**src/rtl/readout_pkg.sv**
```systemverilog
// rtl/readout_pkg.sv - shared slot-schedule constants and owner decode
// Purpose: constants and the slot-owner decode shared by the receive
//   deserializer and the transmit-side schedule model.
// Contents:
//   NCH, CHW        - channel count (also slot counter width), channel index width
//   IDLE_SLOT       - all-ones counter value; the slot no channel owns
//   slot_owner_t    - {idle, ch} decode result
//   slot_owner(cnt) - trailing-ones count of cnt plus idle flag
package readout_pkg;

  localparam int NCH = 8;
  localparam int CHW = 3;
  localparam logic [NCH-1:0] IDLE_SLOT = '1;

  typedef struct packed {
    logic           idle;
    logic [CHW-1:0] ch;
  } slot_owner_t;

  // Owner is the position of the lowest zero bit, which mirrors the divided
  // clock grant: channel k needs divider bits 0..k-1 high and bit k low.
  function automatic slot_owner_t slot_owner(input logic [NCH-1:0] cnt);
    slot_owner_t r;
    logic        found;
    r.idle = (cnt == IDLE_SLOT);
    r.ch   = '0;
    found  = 1'b0;
    for (int k = 0; k < NCH; k++) begin
      if (!found && !cnt[k]) begin
        r.ch  = CHW'(k);
        found = 1'b1;
      end
    end
    return r;
  endfunction

endpackage

```
**src/rtl/readout_fifo.sv**
```systemverilog
// rtl/readout_fifo.sv - synchronous word FIFO with registered storage head
// Purpose: small FIFO between slot capture and the downstream consumer.
// Ports:
//   clk, rstb   - clock, asynchronous active-low reset (flushes contents)
//   push, din   - write request and word
//   pop         - read request; ignored when empty
//   dout        - head word, read from storage registers
//   full, empty - occupancy flags
module readout_fifo
  import readout_pkg::*;
#(
  parameter int W     = 11,
  parameter int DEPTH = 4
) (
  input  logic         clk,
  input  logic         rstb,
  input  logic         push,
  input  logic [W-1:0] din,
  input  logic         pop,
  output logic [W-1:0] dout,
  output logic         full,
  output logic         empty
);

  localparam int AW = (DEPTH > 1) ? $clog2(DEPTH) : 1;

  logic [W-1:0]  mem [DEPTH];
  logic [AW-1:0] wr_ptr;
  logic [AW-1:0] rd_ptr;
  logic [AW:0]   count;
  logic          pop_ok;
  logic          push_ok;

  assign full    = (count == (AW+1)'(DEPTH));
  assign empty   = (count == '0);
  assign pop_ok  = pop && !empty;
  // A full FIFO still takes a word when the head leaves on the same edge.
  assign push_ok = push && (!full || pop_ok);
  assign dout    = mem[rd_ptr];

  always_ff @(posedge clk or negedge rstb) begin
    if (!rstb) begin
      wr_ptr <= '0;
      rd_ptr <= '0;
      count  <= '0;
      for (int i = 0; i < DEPTH; i++) begin
        mem[i] <= '0;
      end
    end else begin
      if (push_ok) begin
        mem[wr_ptr] <= din;
        wr_ptr      <= wr_ptr + 1'b1;
      end
      if (pop_ok) begin
        rd_ptr <= rd_ptr + 1'b1;
      end
      if (push_ok && !pop_ok) begin
        count <= count + 1'b1;
      end else if (pop_ok && !push_ok) begin
        count <= count - 1'b1;
      end
    end
  end

endmodule

```
**src/rtl/readout_bus_deser.sv**
```systemverilog
// rtl/readout_bus_deser.sv - tristate readout bus slot deserializer
// Purpose: mirrors the channel divider chain with a slot counter, decodes
//   the owner of each slot, samples the bus and queues {channel, data}.
// Ports:
//   clk, rstb           - slot-rate clock, asynchronous active-low reset
//   en                  - counter and capture enable
//   sync                - frame alignment; reloads the counter, no capture
//   bus_d               - shared readout bus
//   ch_mask             - per-channel capture enable
//   out_valid/out_ready - output handshake
//   out_ch, out_data    - head word channel and data
//   ovf, clr_ovf        - sticky drop flag and its clear
module readout_bus_deser
  import readout_pkg::*;
#(
  parameter int DW    = 8,
  parameter int NCH   = 8,
  parameter int CHW   = 3,
  parameter int DEPTH = 4
) (
  input  logic           clk,
  input  logic           rstb,
  input  logic           en,
  input  logic           sync,
  input  logic [DW-1:0]  bus_d,
  input  logic [NCH-1:0] ch_mask,
  output logic           out_valid,
  input  logic           out_ready,
  output logic [CHW-1:0] out_ch,
  output logic [DW-1:0]  out_data,
  output logic           ovf,
  input  logic           clr_ovf
);

  logic [NCH-1:0]    cnt;
  slot_owner_t       own;
  logic [CHW-1:0]    own_ch;
  logic              push;
  logic              pop;
  logic              drop;
  logic              full;
  logic              empty;
  logic [CHW+DW-1:0] din;
  logic [CHW+DW-1:0] head;

  assign own    = slot_owner(cnt);
  assign own_ch = CHW'(own.ch);

  // Decode uses the pre-increment count; a sync slot is never captured.
  assign push = en && !sync && !own.idle && ch_mask[own_ch];
  assign din  = {own_ch, bus_d};

  assign out_valid = !empty;
  assign pop       = out_valid && out_ready;
  assign drop      = push && full && !pop;

  assign out_ch   = head[CHW+DW-1:DW];
  assign out_data = head[DW-1:0];

  always_ff @(posedge clk or negedge rstb) begin
    if (!rstb) begin
      cnt <= '0;
    end else if (sync) begin
      cnt <= '0;
    end else if (en) begin
      cnt <= cnt + 1'b1;
    end
  end

  // Set has priority so a drop coinciding with a clear is not lost.
  always_ff @(posedge clk or negedge rstb) begin
    if (!rstb) begin
      ovf <= 1'b0;
    end else if (drop) begin
      ovf <= 1'b1;
    end else if (clr_ovf) begin
      ovf <= 1'b0;
    end
  end

  readout_fifo #(
    .W     (CHW + DW),
    .DEPTH (DEPTH)
  ) u_fifo (
    .clk   (clk),
    .rstb  (rstb),
    .push  (push),
    .din   (din),
    .pop   (pop),
    .dout  (head),
    .full  (full),
    .empty (empty)
  );

endmodule
```
**config.mk**
```make
export PLATFORM = sky130hd
export DESIGN_NAME = readout_bus_deser
export DESIGN_NICKNAME = d
export VERILOG_FILES = /design/src/rtl/readout_pkg.sv /design/src/rtl/readout_fifo.sv /design/src/rtl/readout_bus_deser.sv
export SDC_FILE = /design/constraint.sdc
export NUM_CORES = 1
export LEC_CHECK = 0
export CAP_MARGIN = 20
export CORE_MARGIN = 5
export CORE_UTILIZATION = 30
export DETAILED_ROUTE_END_ITERATION = 8
export PLACE_DENSITY = 0.55
export SYNTH_ARGS = -nofsm -noshare
export SYNTH_HDL_FRONTEND = slang
export SYNTH_SLANG_ARGS = --single-unit
```
**constraint.sdc**
```tcl
create_clock -name clk -period 4.75 [get_ports clk]
set_input_delay 1.1875 -clock clk [delete_from_list [all_inputs] [get_ports clk]]
set_output_delay 1.1875 -clock clk [all_outputs]
set_load 0.005 [all_outputs]
```
After elaboration in Yosys (flattened, before gate mapping)
Cells that the tools add are included.

operators by class
  reductions and logical operators = 43
  order comparisons = 4
  equality and inequality tests = 2
  multiplexer cells = 28
  $add $sub $neg = 5
  bitwise gates (word level) = 2

operators with widths
  cell                 count
  $bwmux 44            1
  $mux 11              3
  $mux 3               8
  $bmux 11 s2          1
  $demux 11 s2         1
  $logic_not 1->1      20
  $logic_and 1x1->1    18
  $mux 8               2
  $mux 1               11
  $add 8x1->8 const B  1
  $eq 8x8->1 const B   1
  $ge 3x3->1 const B   2
  $not 2->3            2
  $reduce_bool 2->1    3
  $add 2x1->2 const B  2
  $lt 3x4->1 const B   1
  $add 3x1->3 const B  1
  $bmux 1 s3           1
  $eq 3x3->1 const B   1
  $logic_not 3->1      1
  $lt 3x1->1 const B   1
  $sub 3x1->3 const B  1
  $logic_or 1x1->1     1

word-level totals
  flip-flop bits (word level) = 60
  output and inout bits = 13
  word-level logic and storage cells = 93
  bits of input ports = 22

Depth between registers and ports, before layout
  depth in word-level cells = 29
  depth in mapped cells = 13

Hierarchy
From an unflattened synthesis, not the netlist that was laid out.

second synthesis, totals
  cell total of the unflattened synthesis = 225
  area, all modules = 3057.9 um^2

by module, submodules not included
  module             cells an instance  area an instance (um^2)  sequential area each (um^2)  times used
  readout_fifo       144                2329.7                   1276.2                       1
  readout_bus_deser  81                 728.2                    225.2                        1

Least setup slack after synthesis
Ideal clock, no wire load.

  kind = in2reg
  start = input port en
  end = register u_fifo.count[2]
  data required time = 4.671 ns
  library setup time = 0.079 ns
  data arrival time = 3.080 ns
  slack = 1.591 ns
  stages on the path = 11
  path through = clkbuf_1 o2111ai_1 a21oi_4 o221ai_2 inv_1 ha_1 inv_1 fa_1 xor2_1 nor2_1 xor2_1

between the ends
  word-level cells in the longest chain between the ends = 7
  elaborated cells on any way between the ends = 9

ends and longest elaborated chain
  item                               line                     text
  start: declaration                 readout_bus_deser.sv:23  input logic en,
  $logic_and 1x1->1 * (3 in series)  readout_bus_deser.sv:50  assign push = en && !sync && !own.idle && ch_mask[own_ch];
  $logic_and 1x1->1 *                readout_fifo.sv:38       assign push_ok = push && (!full || pop_ok);
  via u_fifo.push_ok                 readout_fifo.sv:32       logic push_ok;
  $logic_not 1->1                    readout_fifo.sv:59       end else if (pop_ok && !push_ok) begin
  $logic_and 1x1->1                  readout_fifo.sv:59
  $reduce_bool 2->1 (no line)        -
  end signal: assignment             readout_fifo.sv:58       count <= count + 1'b1;
  end signal: assignment             readout_fifo.sv:60       count <= count - 1'b1;
  end: declaration                   readout_fifo.sv:30       logic [AW:0] count;

Mark *: on every way through the listed nets, which the timed path passes. The rest lies on a longest branch.
A chain may end at the register's enable or synchronous reset.

Final worst setup path
  start = register u_fifo.rd_ptr[0]
  end = output port out_ch[2]

between the ends
  word-level cells in the longest chain between the ends = 4

ends and longest elaborated chain
  item                                         line                     text
  start: declaration                           readout_fifo.sv:29       logic [AW-1:0] rd_ptr;
  start signal: assignment                     readout_fifo.sv:55       rd_ptr <= rd_ptr + 1'b1;
  $not 2->3 (implied by the code)              readout_fifo.sv:39       assign dout = mem[rd_ptr];
  $bmux 11 s2                                  readout_fifo.sv:39
  $mux 11 (implied by the code) (2 in series)  readout_fifo.sv:39
  end: declaration                             readout_bus_deser.sv:29  output logic [CHW-1:0] out_ch,

Every way passes these cells. The select of a mux whose other input is x is not followed.

==> impl_metrics.csv <==
group,metric,value,unit
worst_setup_path,path_max_fanout,13,
place,gp_congestion,0.7701,
logic_synthesis,syn_area_per_cell,14.51,um^2
sta,fmax,287.4,MHz
logic_synthesis,synth_cell_type_count,41,
finish,final_nets,291,
finish,final_common_cell,"dfrtp_1",
sta,finalHoldViolCount,0,
finish,final_cell_mix,"dfrtp_1 (60), mux2_4 (40), clkdlybuf4s50_1 (33)",
worst_hold_path,min_from,"u_fifo.count[2]",
pwr,p_per_area,523.4,nW/um^2
logic_synthesis,syn_area,3251,um^2
die,rows,38,
finish,num-fill-cells,1060,
place,dp.cells,389,
logic_synthesis,seq_area_frac_synth,46.19,%
worst_setup_path,startpoint,"u_fifo.rd_ptr[0]",
worst_setup_path,start_kind,"register",
run,maxCapViolCount,0,
sta,fin_crit_sh,73.25,%
detailed_routing,vias,1896,
pwr,peakVddDrop,0.0002214,V
die,boundaryPins,35,
logic_synthesis,yosys_warnings,0,
logic_synthesis,ys_async_sr_fraction,100.0,%
sta,drv_slew,0,
clocking,postCtsSetupBuffers,0,
sta,final.min_clock_period,3.479,ns
sta,tightest_slew,0.8332,ns
die,die_x,114.1,um
logic_synthesis,synth-seq-cells,60,
clocking,clock-root-buffer,"clkbuf_8",
clocking,cts-hold-fix-buffers,0,
clocking,cts_buffers,9,
sta,max_slew_margin,44.45,%
detailed_routing,via_per_inst,4.693,
global_routing,grt_pass1_wl,10840,um
die,start_util,30.25,%
detailed_routing,drtIter0Drc,52,
worst_setup_path,critPathCaptureType,"primary output",
die,coreArea,10750,um^2
detailed_routing,firstDrtPassIters,4,
finish,layout-drive-gt1-share,34.85,%
pwr,leakage,1.742,nW
clocking,clock_latency,0.33,ns
worst_setup_path,cp.arrival,2.29,ns
logic_synthesis,syn_nets,255,
finish,syn_to_final_growth,19.40,%
clocking,clockBufferDepth,2,
detailed_routing,routed_wl,6397,um
worst_setup_path,r2r-start,"cnt[0]",
sta,finalWorstSetupSlack,1.271,ns
worst_setup_path,crit_required,3.56,ns
global_routing,antenna_found_initial,0,
clocking,cts_sinks,60,
place,port_buffers,34,
place,post_dp_cell_area,3691,um^2
place,dp_slack,1.030,ns
logic_synthesis,synthesis.instances,224,
worst_hold_path,hp-class,"reg -> reg",
finish,stdcell_count,404,
die,die-area,13020,um^2
detailed_routing,drtAntennaViolNets,0,
place,dpl.hpwl,4382,um
die,fp.dieH,114.1,um
detailed_routing,drc_errors,0,
sta,setup_viol,0,
clocking,clk_pin_slew,0.06,ns
sta,fin_tns_setup,0,ns
finish,post-route-util,36.12,%
logic_synthesis,synthFlopType,"dfrtp_1",
finish,antenna_cells,0,
global_routing,grt.total_usage,10.56,%
clocking,htree_levels,3,
global_routing,grt_start_max_net_pins,34,
finish,final_area,3881,um^2
sta,rsz0062_at_grt,"no",
worst_setup_path,crit_type,"reg -> out",
outcome,outcome,"finished, final reports clean",
global_routing,grt_overflow,0,
detailed_routing,avgRoutedWirePerCell,15.83,um
clocking,cts_resized,0,
sta,finClkSkew,0.01179,ns
logic_synthesis,synth-edff-count,0,
clocking,cts_tree,"done",
global_routing,grt_pass1_vias,2111,
## area by class of cell
cell class / count / area, um^2 / area share [%]
repair buffers: 39 / 372.9 / 9.607
flip-flops and latches: 60 / 1501 / 38.68
well taps: 140 / 175.2 / 4.513
clock inverters: 5 / 52.55 / 1.354
multi-input cells: 142 / 1612 / 41.52
clock buffers: 10 / 137.6 / 3.546
inverters: 8 / 30.03 / 0.7737
## worst paths after layout
path	end	slack [ns]	cells past startpoint
worst max-delay path	out_ch[2]	1.27	2
worst min-delay path	u_fifo.count[2]	0.49	1
worst max register to register	u_fifo.count[1]	1.81	11
worst min register to register	u_fifo.count[2]	0.49	1
max in group asynchronous	u_fifo.mem[11]	2.99	2
min in group asynchronous	u_fifo.mem[34]	0.88	1
## where the power goes
part	internal, mW	switching, mW	leakage (nW)
logic	0.526	0.200	0.876
clock network	0.251	0.196	0.0979
registers	0.694	0.164	0.768
## critical path, stage by stage, from the launching register on
cell and delay (ns):
dfrtp_1 0.89, mux4_2 0.61, clkdlybuf4s50_1 0.47
## cells by family after synthesis
group / synth area share (%)
xor+xnor: 3.503
flops: 46.19
mux: 28.60
buf+inv: 4.234
simple gates: 6.544
fa+ha+maj: 3.695
compound gates: 7.237
## sequential cells by signal, summed over array words and instances, names as in the netlist
name / count
cnt: 8
ovf: 1
u_fifo.count: 3
u_fifo.mem: 44
u_fifo.rd_ptr: 2
u_fifo.wr_ptr: 2
## cells in the mapped netlist, types with 5 or more instances
cell type	instances	share of area [%]
buf_6	5	1.7
inv_1	8	0.92
mux2_2	5	1.7
mux2_4	40	18
xor2_1	8	2.2
xnor2_1	5	1.3
nand3_1	7	1.1
nor2_1	11	1.3
o221ai_2	5	2.3
mux4_2	11	7.6
ha_1	8	3.1
dfrtp_1	60	46
nand2_1	6	0.69
## metal layers
layer	track usage [%]	vias to the layer above	part of all wire [%]
li1	-	893	-
met1	14.01	956	48
met2	16.82	42	46
met3	2.748	5	4.0
met4	3.563	0	1.5
met5	0	-	0
## stage by stage
stage	hold WS, ns	total power [mW]
6_report	0.4881	2.031
5_1_grt	0.5112	2.155
4_1_cts	0.4886	2.064
3_5_place_dp	0.4717	1.606
3_3_place_gp	0.4805	1.592
2_1_floorplan	0.4470	1.323
Note: power is estimated with default switching activity, not from simulation.
